### src/rtl/mem_port_arbiter.sv
// mem_port_arbiter
// Shares one memory system (cache + banked memory) between instruction fetch
// (I port) and the memory stage (D port). Data requests have fixed priority,
// but a starvation counter forces an instruction grant after STARVE_LIMIT
// consecutive data grants while fetch is waiting. Unaligned requests are
// rejected locally and never reach memory.
//
// Ports:
//   clk, rst                  clock, synchronous active-low reset
//   i_req, i_addr             fetch read request (held until i_done)
//   i_rdata, i_done, i_stall, i_err   fetch completion / freeze / error
//   d_rd, d_wr, d_addr, d_wdata       load/store request (held until d_done)
//   d_rdata, d_done, d_stall, d_err   memory-stage completion / freeze / error
//   mem_addr, mem_wdata, mem_rd, mem_wr          command to mem_system
//   mem_rdata, mem_done, mem_stall, mem_err      response from mem_system
module mem_port_arbiter #(
  parameter int STARVE_LIMIT = 4,
  parameter int CNT_W        = 3
) (
  input  logic        clk,
  input  logic        rst,
  input  logic        i_req,
  input  logic [15:0] i_addr,
  output logic [15:0] i_rdata,
  output logic        i_done,
  output logic        i_stall,
  output logic        i_err,
  input  logic        d_rd,
  input  logic        d_wr,
  input  logic [15:0] d_addr,
  input  logic [15:0] d_wdata,
  output logic [15:0] d_rdata,
  output logic        d_done,
  output logic        d_stall,
  output logic        d_err,
  output logic [15:0] mem_addr,
  output logic [15:0] mem_wdata,
  output logic        mem_rd,
  output logic        mem_wr,
  input  logic [15:0] mem_rdata,
  input  logic        mem_done,
  input  logic        mem_stall,
  input  logic        mem_err
);

  typedef enum logic [1:0] {IDLE, BUSY_D, BUSY_I, DRAIN} state_t;

  state_t           state_q, state_d;
  logic [CNT_W-1:0] cnt_q, cnt_d;
  logic [15:0]      addr_q, addr_d;
  logic [15:0]      wdata_q, wdata_d;

  logic        d_req, starved, grant_i, grant_d;
  logic [15:0] mem_addr_c, mem_wdata_c, i_rdata_c, d_rdata_c;
  logic        mem_rd_c, mem_wr_c, i_done_c, i_err_c, d_done_c, d_err_c;

  assign d_req   = d_rd | d_wr;
  assign starved = (cnt_q == CNT_W'(STARVE_LIMIT));

  // Grants happen only from IDLE while memory is not stalled. Fetch wins when
  // data is idle, or when both are pending and fetch has waited long enough.
  assign grant_i = (state_q == IDLE) & ~mem_stall & i_req & (~d_req | starved);
  assign grant_d = (state_q == IDLE) & ~mem_stall & d_req & ~grant_i;

  // State register plus the latched address/data that is held on the memory
  // bus while a transfer is in flight.
  always_ff @(posedge clk) begin
    if (!rst) begin
      state_q <= IDLE;
      cnt_q   <= '0;
      addr_q  <= '0;
      wdata_q <= '0;
    end else begin
      state_q <= state_d;
      cnt_q   <= cnt_d;
      addr_q  <= addr_d;
      wdata_q <= wdata_d;
    end
  end

  // Next-state and output logic. Unaligned winners complete with an error in
  // the grant cycle without touching memory, and stay in IDLE. In BUSY the
  // done pulse is suppressed if the requester has already dropped its request,
  // but the transfer itself still runs to completion.
  always_comb begin
    state_d     = state_q;
    addr_d      = addr_q;
    wdata_d     = wdata_q;
    mem_addr_c  = addr_q;
    mem_wdata_c = wdata_q;
    mem_rd_c    = 1'b0;
    mem_wr_c    = 1'b0;
    i_done_c    = 1'b0;
    i_err_c     = 1'b0;
    i_rdata_c   = '0;
    d_done_c    = 1'b0;
    d_err_c     = 1'b0;
    d_rdata_c   = '0;

    unique case (state_q)
      IDLE: begin
        if (grant_d) begin
          if (d_addr[0]) begin
            d_done_c = 1'b1;
            d_err_c  = 1'b1;
          end else begin
            mem_addr_c  = d_addr;
            mem_wdata_c = d_wdata;
            mem_wr_c    = d_wr;
            mem_rd_c    = ~d_wr;
            addr_d      = d_addr;
            wdata_d     = d_wdata;
            state_d     = BUSY_D;
          end
        end else if (grant_i) begin
          if (i_addr[0]) begin
            i_done_c = 1'b1;
            i_err_c  = 1'b1;
          end else begin
            mem_addr_c  = i_addr;
            mem_wdata_c = '0;
            mem_rd_c    = 1'b1;
            addr_d      = i_addr;
            wdata_d     = '0;
            state_d     = BUSY_I;
          end
        end
      end
      BUSY_D: begin
        if (mem_done) begin
          d_done_c  = d_req;
          d_err_c   = d_req & mem_err;
          d_rdata_c = d_req ? mem_rdata : '0;
          state_d   = IDLE;
        end else if (mem_err) begin
          d_done_c = d_req;
          d_err_c  = d_req;
          state_d  = DRAIN;
        end
      end
      BUSY_I: begin
        if (mem_done) begin
          i_done_c  = i_req;
          i_err_c   = i_req & mem_err;
          i_rdata_c = i_req ? mem_rdata : '0;
          state_d   = IDLE;
        end else if (mem_err) begin
          i_done_c = i_req;
          i_err_c  = i_req;
          state_d  = DRAIN;
        end
      end
      DRAIN: begin
        if (!mem_stall) state_d = IDLE;
      end
      default: state_d = IDLE;
    endcase
  end

  // Starvation counter: counts data grants that happened while fetch waited.
  // Unaligned grants count too. Any cycle without a fetch request clears it.
  always_comb begin
    cnt_d = cnt_q;
    if (!i_req || grant_i) begin
      cnt_d = '0;
    end else if (grant_d && (cnt_q < CNT_W'(STARVE_LIMIT))) begin
      cnt_d = cnt_q + 1'b1;
    end
  end

  // While reset is asserted every output is forced quiet, even though the
  // state register only clears at the clock edge.
  assign mem_addr  = rst ? mem_addr_c  : '0;
  assign mem_wdata = rst ? mem_wdata_c : '0;
  assign mem_rd    = rst & mem_rd_c;
  assign mem_wr    = rst & mem_wr_c;
  assign i_done    = rst & i_done_c;
  assign i_err     = rst & i_err_c;
  assign i_rdata   = rst ? i_rdata_c : '0;
  assign d_done    = rst & d_done_c;
  assign d_err     = rst & d_err_c;
  assign d_rdata   = rst ? d_rdata_c : '0;
  assign i_stall   = rst & i_req & ~i_done_c;
  assign d_stall   = rst & d_req & ~d_done_c;

endmodule

### config.mk
export PLATFORM = sky130hd
export DESIGN_NAME = mem_port_arbiter
export DESIGN_NICKNAME = d
export VERILOG_FILES = /design/src/rtl/mem_port_arbiter.sv
export SDC_FILE = /design/constraint.sdc
export NUM_CORES = 1
export LEC_CHECK = 0
export ABC_AREA = 0
export BUFFER_PORTS_ARGS = -buffer_cell sky130_fd_sc_hd__buf_2
export CORE_MARGIN = 4
export CORE_UTILIZATION = 38
export CTS_CLUSTER_DIAMETER = 150
export DETAILED_ROUTE_END_ITERATION = 8
export GPL_TIMING_DRIVEN = 0
export HOLD_SLACK_MARGIN = 0.12
export PLACE_DENSITY = 0.77
export SYNTH_ARGS = -nofsm -noshare
export SYNTH_HDL_FRONTEND = slang
export SYNTH_SLANG_ARGS = --single-unit
export TNS_END_PERCENT = 30
### constraint.sdc
create_clock -name clk -period 1.9 [get_ports clk]
set_input_delay 0.38 -clock clk [delete_from_list [all_inputs] [get_ports clk]]
set_output_delay 0.38 -clock clk [all_outputs]
set_load 0.01 [all_outputs]
==> impl_metrics.json <==
{
  "maxCapViolations": 0,
  "critical_path_class": "flop to output pin",
  "insertion_delay_ns": 0.28,
  "utilization_pct": 65.1,
  "powerDensity_nw_per_um2": 755,
  "synth_area_leaders": "dfxtp_1 (34%), and2_1 (10%), a21boi_1 (10%)",
  "grt_max_degree": 13,
  "diodes": 0,
  "ys_seq_area_share_pct": 34.4,
  "synthMuxAreaShare_pct": 1.39,
  "io_buffers": 143,
  "p_leak_uw": 0.00166,
  "ys.warnings.count": 0,
  "maxSlewViolCount": 0,
  "clk_pin_slew_ns": 0.08,
  "cp.arrival_ns": 1.99,
  "dp_hpwl_um": 5440,
  "nets": 492,
  "numClockSinks": 37,
  "crit_required_ns": 1.52,
  "min_period_ns": 2.37,
  "dp_cells": 465,
  "drt_iter0_markers": 58,
  "regArea_um2": 746,
  "route.vias.total": 2433,
  "synth_cell_types": 39,
  "antenna_found_initial": 0,
  "multiInputGateArea_um2": 1580,
  "synth_top_area_cell": "dfxtp_1",
  "yosys.area_share.simple_pct": 32.4,
  "finClkSkew_ns": 0.00633,
  "cts_hold_buf": 0,
  "whs_ns": 0.343,
  "synth_fp_nets": 329,
  "grt_pass1_wl_um": 11900,
  "path_cells": "inv_2 -> ha_4 -> nand2b_4 -> or4_4 -> buf_4 -> nand3_1 -> a21boi_2 -> buf_2",
  "synth-seq-cells": 37,
  "fmax_ghz": 0.422,
  "synth_fa_ha_area_share_pct": 4.07,
  "grt_usage_pct": 20.6,
  "nFillCells": 454,
  "outcome": "finished, violations left",
  "critPathLaunchType": "flop",
  "syn_to_final_growth_pct": 66.4,
  "drc": 0,
  "clockBufferDepth": 2,
  "hold_class": "input port to flop",
  "gp_congestion": 0.862,
  "rsz0062_at_grt": "true",
  "drive_gt1_share_pct": 64.0,
  "cts-root-buf": "clkbuf_8",
  "die_x_um": 83.3,
  "tightest_slew_ns": 0.389,
  "async_reset_ff_share_pct": 0,
  "timing.final.crit_share_pct": 125,
  "cts_buffers": 5,
  "floorplan.initialDensity_pct": 39.1,
  "finalSetupTns_ns": -17.65,
  "synth_area_um2": 2150,
  "synthCells": 250,
  "relSlewSlack_pct": 73.8,
  "fin_ws_ns": -0.472,
  "cp_top_family": "simple AND/OR/NAND/NOR gates",
  "ant_nets": 0,
  "htreeDepth": 2,
  "wl_um": 7220,
  "via_per_inst": 5.01,
  "fin_cells": 486,
  "drt-pass1-iter-count": 4,
  "synth_xor_area_share_pct": 0.407,
  "synth_top_area_share_pct": 34.4,
  "slowest_delay_ns": 0.56,
  "vdd_drop_max_mv": 0.368,
  "synth_edf_count": 0,
  "hold_viol_final": 0,
  "synth_compound_area_share_pct": 21.2,
  "cts_tree": "built",
  "grt_pass1_vias": 2581,
  "end_kind": "output pin",
  "synth_top_family_by_area": "simple AND/OR/NAND/NOR gates",
  "io_pins": 144,
  "core_area_um2": 5510,
  "num_rows": 27,
  "dieHeight_um": 83.3,
  "avgSynthCellArea_um2": 8.61,
  "violations": "setup timing",
  "finalSetupViolCount": 66,
  "cp_slowest_cell": "or4_4",
  "cp_max_fo": 6,
  "worst-path-buf-inv": 3,
  "yosys_most_used_dff": "dfxtp_1",
  "gr-total-overflow": 0,
  "design.die.area_um2": 6930,
  "wl_per_cell_um": 14.9
}
## placed cells by master, fill, tap and decap left out, types with 2 or more instances in the layout
cell type | synthesis | routed
a22oi_2 | 0 | 8
clkbuf_8 | 0 | 6
ha_1 | 7 | 3
buf_12 | 1 | 4
buf_4 | 0 | 15
clkbuf_1 | 6 | 4
mux2i_1 | 3 | 3
a21boi_1 | 29 | 6
inv_2 | 0 | 4
nand2_2 | 0 | 5
a21boi_2 | 0 | 27
and2_4 | 0 | 4
nand3_1 | 24 | 16
and2_1 | 35 | 31
buf_2 | 7 | 141
buf_6 | 3 | 6
a22oi_1 | 16 | 8
nand3_2 | 9 | 15
nand2_1 | 24 | 19
and3_4 | 0 | 2
buf_8 | 0 | 3
nor3b_1 | 2 | 2
nor2_1 | 6 | 5
ha_4 | 0 | 3
a31oi_1 | 2 | 2
dfxtp_2 | 0 | 4
o21ai_0 | 4 | 4
nand3_4 | 0 | 2
dfxtp_1 | 37 | 33
or2_2 | 2 | 2
## worst reg2reg max path, cell delays in order (launching register included)
cell      delay, ns
dfxtp_2        0.34
inv_2          0.08
ha_4           0.16
nand2b_4       0.08
or4_4          0.56
buf_6          0.18
nand3_2        0.06
a21boi_2       0.05
buf_4          0.13
## Yosys cell counts (3+ instances only)
| library cell | n |
|---|---|
| buf_2 | 7 |
| o21ai_0 | 4 |
| mux2i_1 | 3 |
| a22oi_1 | 16 |
| nand3_2 | 9 |
| nor2_1 | 6 |
| and3_1 | 3 |
| and2_1 | 35 |
| dfxtp_1 | 37 |
| inv_1 | 5 |
| buf_6 | 3 |
| clkbuf_1 | 6 |
| nand2_1 | 24 |
| ha_1 | 7 |
| a21boi_0 | 4 |
| nand3_1 | 24 |
| a21boi_1 | 29 |
## registers in the layout (all words and copies together) (netlist names)
signal	flops
wdata_q	16
addr_q	16
state_q	2
cnt_q	3
## per-layer routing
| layer | up-vias | track usage, % | part of all wire (%) |
|---|---|---|---|
| li1 | 1201 | - | - |
| met1 | 1088 | 22.7 | 40 |
| met2 | 129 | 37.5 | 49 |
| met3 | 15 | 6.85 | 9.4 |
| met4 | 0 | 5.79 | 2.0 |
| met5 | - | 0 | 0 |
## path summary, 6_finish.rpt
path                   start      endpoint  slack (ns)  depth (start not counted)
setup / recovery  state_q[1]  mem_wdata[0]       -0.47                          8
hold reg to reg   addr_q[12]    addr_q[12]        0.45                          2
hold / removal    d_wdata[8]    wdata_q[8]        0.34                          3
setup reg to reg  state_q[1]    wdata_q[5]        0.17                          8
## what timing repair did
action / in CTS / in global routing
endpoints found under the hold margin: 0 / 0
pin swaps: 25 / 5
setup buffers: 11 / 2
endpoints found under the setup margin: 72 / 72
cloned: 1 / 1
resized for setup: 59 / 16
## report_power, final
group | internal, uW | leakage [uW] | switching, uW
combinational | 610 | 0.00130 | 617
sequential | 863 | 0.000303 | 40.1
clock | 294 | 0.0000512 | 279
total | 1770 | 0.00166 | 936
## metrics by stage
step | setup slack, ns | cell area, um^2 | total power (uW)
global placement | -0.362 | 3120 | 1880
detailed placement | -0.398 | 3120 | 1910
global route | -0.566 | 3580 | 2890
floorplan | -0.0364 | 2310 | 1580
finish | -0.472 | 3580 | 2700
CTS | -0.482 | 3500 | 2660
## logic make-up (layout without fill, tap and decap cells)
kind of cell,Yosys count,in the layout
and+or+nand+nor,117,117
AOI/OAI and AO/OA,62,62
DFF,37,37
buffers and inverters,23,187
adders and majority gates,7,7
muxes,3,3
xor gates and xnor gates,1,1
## final cells by class
type | instances | area share [%]
multi-input combinational | 190 | 44.1
clock buffer | 6 | 2.31
tap | 72 | 2.51
timing repair buffer | 158 | 24.1
buffer | 16 | 5.27
inverter | 5 | 0.524
clock inverter | 2 | 0.384
sequential | 37 | 20.8
Note: power is estimated with default switching activity, not from simulation.
